<file path="src/rtl/ex_mdu_pkg.sv">
// rtl/ex_mdu_pkg.sv - shared aluop/alusel encodings and divider FSM states
package ex_mdu_pkg;

  localparam logic [2:0] SEL_NOP   = 3'b000;
  localparam logic [2:0] SEL_LOGIC = 3'b001;
  localparam logic [2:0] SEL_SHIFT = 3'b010;
  localparam logic [2:0] SEL_MOVE  = 3'b011;
  localparam logic [2:0] SEL_ARITH = 3'b100;

  localparam logic [7:0] OP_NOP   = 8'b0000_0000;
  localparam logic [7:0] OP_OR    = 8'b0010_0101;
  localparam logic [7:0] OP_AND   = 8'b0010_0100;
  localparam logic [7:0] OP_XOR   = 8'b0010_0110;
  localparam logic [7:0] OP_NOR   = 8'b0010_0111;
  localparam logic [7:0] OP_SLL   = 8'b0111_1100;
  localparam logic [7:0] OP_SRL   = 8'b0000_0010;
  localparam logic [7:0] OP_SRA   = 8'b0000_0011;
  localparam logic [7:0] OP_ADDU  = 8'b0010_0001;
  localparam logic [7:0] OP_SUBU  = 8'b0010_0011;
  localparam logic [7:0] OP_SLT   = 8'b0010_1010;
  localparam logic [7:0] OP_SLTU  = 8'b0010_1011;
  localparam logic [7:0] OP_MULT  = 8'b0001_1000;
  localparam logic [7:0] OP_MULTU = 8'b0001_1001;
  localparam logic [7:0] OP_DIV   = 8'b0001_1010;
  localparam logic [7:0] OP_DIVU  = 8'b0001_1011;
  localparam logic [7:0] OP_MFHI  = 8'b0001_0000;
  localparam logic [7:0] OP_MTHI  = 8'b0001_0001;
  localparam logic [7:0] OP_MFLO  = 8'b0001_0010;
  localparam logic [7:0] OP_MTLO  = 8'b0001_0011;

  typedef enum logic [1:0] {
    DIV_IDLE = 2'd0,
    DIV_BUSY = 2'd1,
    DIV_DONE = 2'd2
  } div_state_e;

endpackage

</file>
<file path="src/rtl/div_iter.sv">
// rtl/div_iter.sv - iterative restoring divider, one quotient bit per cycle
module div_iter
  import ex_mdu_pkg::*;
#(
  parameter int W = 32
) (
  input  logic         clk,
  input  logic         rst,
  input  logic         i_start,
  input  logic         i_signed,
  input  logic         i_annul,
  input  logic [W-1:0] i_op1,
  input  logic [W-1:0] i_op2,
  output logic         o_ready,
  output logic [W-1:0] o_quotient,
  output logic [W-1:0] o_remainder
);

  localparam int SW = $clog2(W);

  div_state_e     r_state, w_state_next;
  logic [SW-1:0]  r_cnt;
  logic [W-1:0]   r_quo, r_rem, r_dsr;
  logic           r_neg_q, r_neg_r;

  logic           w_op1_neg, w_op2_neg, w_div_zero;
  logic [W-1:0]   w_mag1, w_mag2;
  logic [W:0]     w_part, w_diff;

  assign w_op1_neg  = i_signed & i_op1[W-1];
  assign w_op2_neg  = i_signed & i_op2[W-1];
  assign w_mag1     = w_op1_neg ? (~i_op1 + 1'b1) : i_op1;
  assign w_mag2     = w_op2_neg ? (~i_op2 + 1'b1) : i_op2;
  assign w_div_zero = (i_op2 == '0);

  // Partial remainder shifted left with the next dividend bit; no borrow means the quotient bit is 1.
  assign w_part = {r_rem, r_quo[W-1]};
  assign w_diff = w_part - {1'b0, r_dsr};

  always_comb begin
    w_state_next = r_state;
    case (r_state)
      DIV_IDLE: if (i_start) w_state_next = w_div_zero ? DIV_DONE : DIV_BUSY;
      DIV_BUSY: if (r_cnt == SW'(W - 1)) w_state_next = DIV_DONE;
      DIV_DONE: w_state_next = DIV_IDLE;
      default:  w_state_next = DIV_IDLE;
    endcase
    if (i_annul) w_state_next = DIV_IDLE;
  end

  always_ff @(posedge clk) begin
    if (rst) begin
      r_state <= DIV_IDLE;
      r_cnt   <= '0;
      r_quo   <= '0;
      r_rem   <= '0;
      r_dsr   <= '0;
      r_neg_q <= 1'b0;
      r_neg_r <= 1'b0;
    end else begin
      r_state <= w_state_next;
      if (r_state == DIV_IDLE && i_start && !i_annul) begin
        r_cnt   <= '0;
        r_rem   <= '0;
        r_dsr   <= w_mag2;
        r_quo   <= w_div_zero ? '0 : w_mag1;
        r_neg_q <= !w_div_zero && (w_op1_neg ^ w_op2_neg);
        r_neg_r <= !w_div_zero && w_op1_neg;
      end else if (r_state == DIV_BUSY) begin
        r_cnt <= r_cnt + 1'b1;
        if (!w_diff[W]) begin
          r_rem <= w_diff[W-1:0];
          r_quo <= {r_quo[W-2:0], 1'b1};
        end else begin
          r_rem <= w_part[W-1:0];
          r_quo <= {r_quo[W-2:0], 1'b0};
        end
      end
    end
  end

  assign o_ready     = (r_state == DIV_DONE) && !i_annul;
  assign o_quotient  = r_neg_q ? (~r_quo + 1'b1) : r_quo;
  assign o_remainder = r_neg_r ? (~r_rem + 1'b1) : r_rem;

endmodule

</file>
<file path="src/rtl/ex_mdu.sv">
// rtl/ex_mdu.sv - execute stage: logic/shift/arith/move, single-cycle multiply, iterative divide
module ex_mdu
  import ex_mdu_pkg::*;
#(
  parameter int W  = 32,
  parameter int RW = 5
) (
  input  logic          clk,
  input  logic          rst,
  input  logic [7:0]    aluop_i,
  input  logic [2:0]    alusel_i,
  input  logic [W-1:0]  reg1_i,
  input  logic [W-1:0]  reg2_i,
  input  logic [RW-1:0] wd_i,
  input  logic          wreg_i,
  input  logic [W-1:0]  hi_i,
  input  logic [W-1:0]  lo_i,
  input  logic          annul_i,
  output logic [RW-1:0] wd_o,
  output logic          wreg_o,
  output logic [W-1:0]  wdata_o,
  output logic          whilo_o,
  output logic [W-1:0]  hi_o,
  output logic [W-1:0]  lo_o,
  output logic          stallreq_o
);

  localparam int SW = $clog2(W);

  logic           w_is_div, w_div_ready;
  logic [W-1:0]   w_quot, w_rem;
  logic [W-1:0]   w_logic, w_shift, w_arith, w_move;
  logic [SW-1:0]  w_shamt;
  logic [2*W-1:0] w_ext1, w_ext2, w_prod;

  assign w_is_div = (aluop_i == OP_DIV) || (aluop_i == OP_DIVU);

  div_iter #(.W(W)) u_div (
    .clk         (clk),
    .rst         (rst),
    .i_start     (w_is_div),
    .i_signed    (aluop_i == OP_DIV),
    .i_annul     (annul_i),
    .i_op1       (reg1_i),
    .i_op2       (reg2_i),
    .o_ready     (w_div_ready),
    .o_quotient  (w_quot),
    .o_remainder (w_rem)
  );

  assign w_shamt = reg1_i[SW-1:0];

  // Sign- or zero-extend to 2W so one truncated product serves both MULT and MULTU.
  assign w_ext1 = (aluop_i == OP_MULT) ? {{W{reg1_i[W-1]}}, reg1_i} : {{W{1'b0}}, reg1_i};
  assign w_ext2 = (aluop_i == OP_MULT) ? {{W{reg2_i[W-1]}}, reg2_i} : {{W{1'b0}}, reg2_i};
  assign w_prod = w_ext1 * w_ext2;

  always_comb begin
    w_logic = '0;
    w_shift = '0;
    w_arith = '0;
    w_move  = '0;
    case (aluop_i)
      OP_OR:   w_logic = reg1_i | reg2_i;
      OP_AND:  w_logic = reg1_i & reg2_i;
      OP_XOR:  w_logic = reg1_i ^ reg2_i;
      OP_NOR:  w_logic = ~(reg1_i | reg2_i);
      OP_SLL:  w_shift = reg2_i << w_shamt;
      OP_SRL:  w_shift = reg2_i >> w_shamt;
      OP_SRA:  w_shift = $signed(reg2_i) >>> w_shamt;
      OP_ADDU: w_arith = reg1_i + reg2_i;
      OP_SUBU: w_arith = reg1_i - reg2_i;
      OP_SLT:  w_arith = {{(W-1){1'b0}}, ($signed(reg1_i) < $signed(reg2_i))};
      OP_SLTU: w_arith = {{(W-1){1'b0}}, (reg1_i < reg2_i)};
      OP_MFHI: w_move  = hi_i;
      OP_MFLO: w_move  = lo_i;
      default: ;
    endcase
  end

  always_comb begin
    wd_o       = wd_i;
    wreg_o     = wreg_i;
    wdata_o    = '0;
    whilo_o    = 1'b0;
    hi_o       = '0;
    lo_o       = '0;
    stallreq_o = w_is_div && !annul_i && !w_div_ready;

    case (alusel_i)
      SEL_LOGIC: wdata_o = w_logic;
      SEL_SHIFT: wdata_o = w_shift;
      SEL_ARITH: wdata_o = w_arith;
      SEL_MOVE:  wdata_o = w_move;
      default:   wdata_o = '0;
    endcase

    if (!annul_i) begin
      case (aluop_i)
        OP_MULT, OP_MULTU: begin
          whilo_o      = 1'b1;
          {hi_o, lo_o} = w_prod;
        end
        OP_MTHI: begin
          whilo_o = 1'b1;
          hi_o    = reg1_i;
          lo_o    = lo_i;
        end
        OP_MTLO: begin
          whilo_o = 1'b1;
          hi_o    = hi_i;
          lo_o    = reg1_i;
        end
        OP_DIV, OP_DIVU: begin
          whilo_o = w_div_ready;
          hi_o    = w_div_ready ? w_rem : '0;
          lo_o    = w_div_ready ? w_quot : '0;
        end
        default: ;
      endcase
    end

    if (rst) begin
      wd_o       = '0;
      wreg_o     = 1'b0;
      wdata_o    = '0;
      whilo_o    = 1'b0;
      hi_o       = '0;
      lo_o       = '0;
      stallreq_o = 1'b0;
    end
  end

endmodule

</file>
<file path="config.mk">
export PLATFORM = sky130hd
export DESIGN_NAME = ex_mdu
export DESIGN_NICKNAME = d
export VERILOG_FILES = /design/src/rtl/ex_mdu_pkg.sv /design/src/rtl/div_iter.sv /design/src/rtl/ex_mdu.sv
export SDC_FILE = /design/constraint.sdc
export NUM_CORES = 2
export LEC_CHECK = 0
export CAP_MARGIN = 20
export CELL_PAD_IN_SITES_DETAIL_PLACEMENT = 1
export CELL_PAD_IN_SITES_GLOBAL_PLACEMENT = 2
export CORE_AREA = 2 2 310 541
export DETAILED_ROUTE_END_ITERATION = 16
export DIE_AREA = 0 0 312 543
export HOLD_SLACK_MARGIN = 0.15
export PLACE_DENSITY = 0.86
export SLEW_MARGIN = 20
export SYNTH_ARGS = -nofsm -noshare
export SYNTH_HDL_FRONTEND = slang
export SYNTH_HIERARCHICAL = 1
export SYNTH_SLANG_ARGS = --single-unit
export TNS_END_PERCENT = 20
</file>
<file path="constraint.sdc">
create_clock -name clk -period 27.7 [get_ports clk]
set_clock_uncertainty 0.15 [all_clocks]
set_input_delay 8.31 -clock clk [delete_from_list [all_inputs] [get_ports clk]]
set_output_delay 8.31 -clock clk [all_outputs]
set_load 0.02 [all_outputs]
</file>
==> impl_metrics.json <==
{
  "cp_slowest_stage_delay_ns": 0.72,
  "design_area_mm2": 0.07155,
  "synth_fp_nets": 9963,
  "dr.pass1.iters": 10,
  "grt_usage_pct": 43.89,
  "vias_per_cell": 6.133,
  "async_flop_share_pct": 0,
  "fillers": 19860,
  "path_buf_inv": 8,
  "grt_overflow": 0,
  "ioPinCount": 252,
  "floorplan.initialDensity_pct": 39.85,
  "synth_cell_types": 102,
  "cts_max_path_buffers": 2,
  "setup_viol": 0,
  "worst-endpoint-arrival_ns": 19.13,
  "cp_max_fo": 32,
  "fmax_mhz": 36.24,
  "hpwl_um": 295100,
  "vias": 62824,
  "crit_required_ns": 19.24,
  "drv_slew": 0,
  "final_nets": 10039,
  "tightest_slew_ns": 1.183,
  "cp-end-kind": "output pin",
  "place.gp.congestion": 1.094,
  "ys_seq_elements": 105,
  "cts_tree": "done",
  "cts_root_buffer": "clkbuf_16",
  "die_y_um": 543,
  "synthesis.area_mm2": 0.06562,
  "fin_util_pct": 43.46,
  "grt_max_degree": 106,
  "drc_errors": 0,
  "wl_per_cell_um": 36.07,
  "io_buffers": 251,
  "drt_iter0_drc": 6854,
  "hold_viol_final": 0,
  "criticalPathCategory": "in -> out",
  "min_period_ns": 27.59,
  "cts_max_level": 3,
  "placeableCoreArea_mm2": 0.1647,
  "r2r-start": "u_div/r_quo[31]",
  "relSlewSlack_pct": 20.30,
  "register_area_mm2": 0.002102,
  "grt_pass1_vias": 69744,
  "synth_edf_count": 0,
  "cp-startpoint": "reg1_i[17]",
  "ys_seq_area_share_pct": 3.203,
  "path_common_cell": "fa_1",
  "hold_path.class": "reg -> reg",
  "outcome": "finished, final reports clean",
  "antenna_found_initial": 33,
  "drive_gt1_share_pct": 5.627,
  "cts_inserted_buffers": 9,
  "min_from": "u_div/r_dsr[21]",
  "cts_hold_buf": 0,
  "synth_warnings": 6,
  "synthCells": 7951,
  "multi_input_area_mm2": 0.05539,
  "reg2reg_slack_ns": 23.46,
  "cap_violations": 0,
  "clkSinkCount": 105,
  "place_area_mm2": 0.07103,
  "grt_pass1_wl_um": 521300,
  "dieArea_mm2": 0.1694,
  "die_w_um": 312,
  "clkLatencyLatePin_ns": 0.38,
  "cts.clk_slew.worst_paths_ns": 0.09,
  "cpLargestDelayFamily": "adder cells",
  "num_rows": 197,
  "final.period_utilization_pct": 99.60,
  "slowest_stage": "clkdlybuf4s50_1",
  "synth-main-ff-cell": "dfxtp_1",
  "start_kind": "input pin",
  "avgSynthCellArea_um2": 8.253,
  "ant_nets": 0,
  "routed_wl_um": 369400,
  "area_growth_pct": 9.050
}
-- final cells by class --
class / count / share of cell area (%)
Timing Repair Buffer: 515 / 6.228
Clock inverter: 6 / 0.09792
Tap cell: 2189 / 3.828
Sequential cell: 105 / 2.938
Clock buffer: 10 / 0.3340
Multi-Input combinational cell: 5668 / 77.40
Inverter: 1728 / 9.093
Antenna cell: 22 / 0.07694
-- state kept, by name (all words and copies together) (netlist names) --
name / cells
u_div/r_dsr: 32
u_div/r_quo: 32
u_div/r_rem: 32
u_div/r_cnt: 5
u_div/r_state: 2
u_div/r_neg_q: 1
u_div/r_neg_r: 1
-- cells in the mapped netlist, types with 7 or more instances --
master	count	area, um2
a211o_1	12	105.1
a211oi_1	78	585.6
a21o_1	57	427.9
a21oi_1	384	1922
a221oi_1	26	227.7
a222oi_1	62	620.6
a22oi_1	37	277.8
a31oi_1	40	250.2
and2_1	17	106.4
and3_1	24	150.1
buf_1	84	315.3
buf_2	40	200.2
clkbuf_1	321	1205
clkinv_1	19	71.32
dfxtp_1	105	2102
fa_1	1422	28470
ha_1	442	5530
inv_1	1705	6400
mux2_2	10	112.6
mux2i_1	135	1351
nand2_1	1018	3821
nand2b_1	54	337.8
nand3_1	47	235.2
nand3b_1	7	52.55
nand4_1	30	187.7
nor2_1	664	2492
nor2b_1	18	112.6
nor3_1	63	315.3
nor4_1	22	137.6
o211ai_1	24	180.2
o21a_1	28	210.2
o21ai_0	285	1426
o21ai_1	15	75.07
o21bai_1	35	262.8
o22ai_1	53	331.6
o31ai_1	29	217.7
o41ai_1	15	131.4
or2_2	9	56.30
or3_1	37	231.5
or4_1	17	127.6
xnor2_1	240	2102
xor2_1	72	630.6
-- layer usage --
| layer | GRT usage [%] | vias to the layer above | share of wire, % |
|---|---|---|---|
| li1 | - | 24843 | - |
| met4 | 47.66 | 8 | 14 |
| met5 | 0.4028 | - | 0.032 |
| met2 | 69.50 | 4078 | 45 |
| met3 | 12.78 | 1765 | 9.7 |
| met1 | 44.34 | 32130 | 31 |
-- repair_timing --
| item | in CTS | in global routing |
|---|---|---|
| pin swaps | 0 | 3 |
| buffers inserted | 0 | 4 |
| endpoints found under the setup margin | 1 | 16 |
| resized for setup | 2 | 31 |
-- cell families (layout without fill, tap and decap cells) --
group | after synthesis | in the layout | synth area share [%]
compound gates | 1271 | 1271 | 12.42
xor+xnor | 314 | 314 | 4.214
fa+ha+maj | 1865 | 1865 | 51.83
buf+inv | 2178 | 2259 | 12.56
flops | 105 | 105 | 3.203
mux | 151 | 151 | 2.437
other cells | 0 | 22 | 0
simple gates | 2067 | 2067 | 13.33
-- tightest hold or removal path, delay by kind of cell (launching register included) --
family,cells,cell delay (ns)
and+or+nand+nor,1,0.06
AOI/OAI and AO/OA,1,0.05
DFF,1,0.32
-- worst paths after layout --
kind | endpoint | cells past startpoint
setup / recovery | hi_o[12] | 31
hold / removal | u_div/r_dsr[21] | 2
setup reg to reg | u_div/r_rem[24] | 14
hold reg to reg | u_div/r_dsr[21] | 2
-- layout by cell type (no fill, tap or decap), types with 177 or more instances in the layout --
cell             Yosys  routed
o21ai_0            285     282
fa_1              1422    1414
buf_4                5     265
nor2_1             664     661
clkdlybuf4s50_1      0     177
nand2_1           1018    1018
a21oi_1            384     384
ha_1               442     440
xnor2_1            240     240
inv_1             1705    1699
-- per-stage QoR --
| stage | worst slack [ns] | cells | TNS (ns) | hold WS [ns] |
|---|---|---|---|---|
| after floorplan | 1.464 | 7951 | 0 | 0.2819 |
| after global placement | 0.2462 | 10199 | 0 | 0.2972 |
| after detailed placement | 0.006269 | 10199 | 0 | 0.3054 |
| after CTS | 0.08492 | 10215 | 0 | 0.3174 |
| after global routing | -0.01852 | 10222 | -0.01852 | 0.3405 |
| final | 0.1099 | 10243 | 0 | 0.3183 |
Power is not shown: default switching activity piles up to over one toggle a cycle in this logic, so the estimate is an artifact.
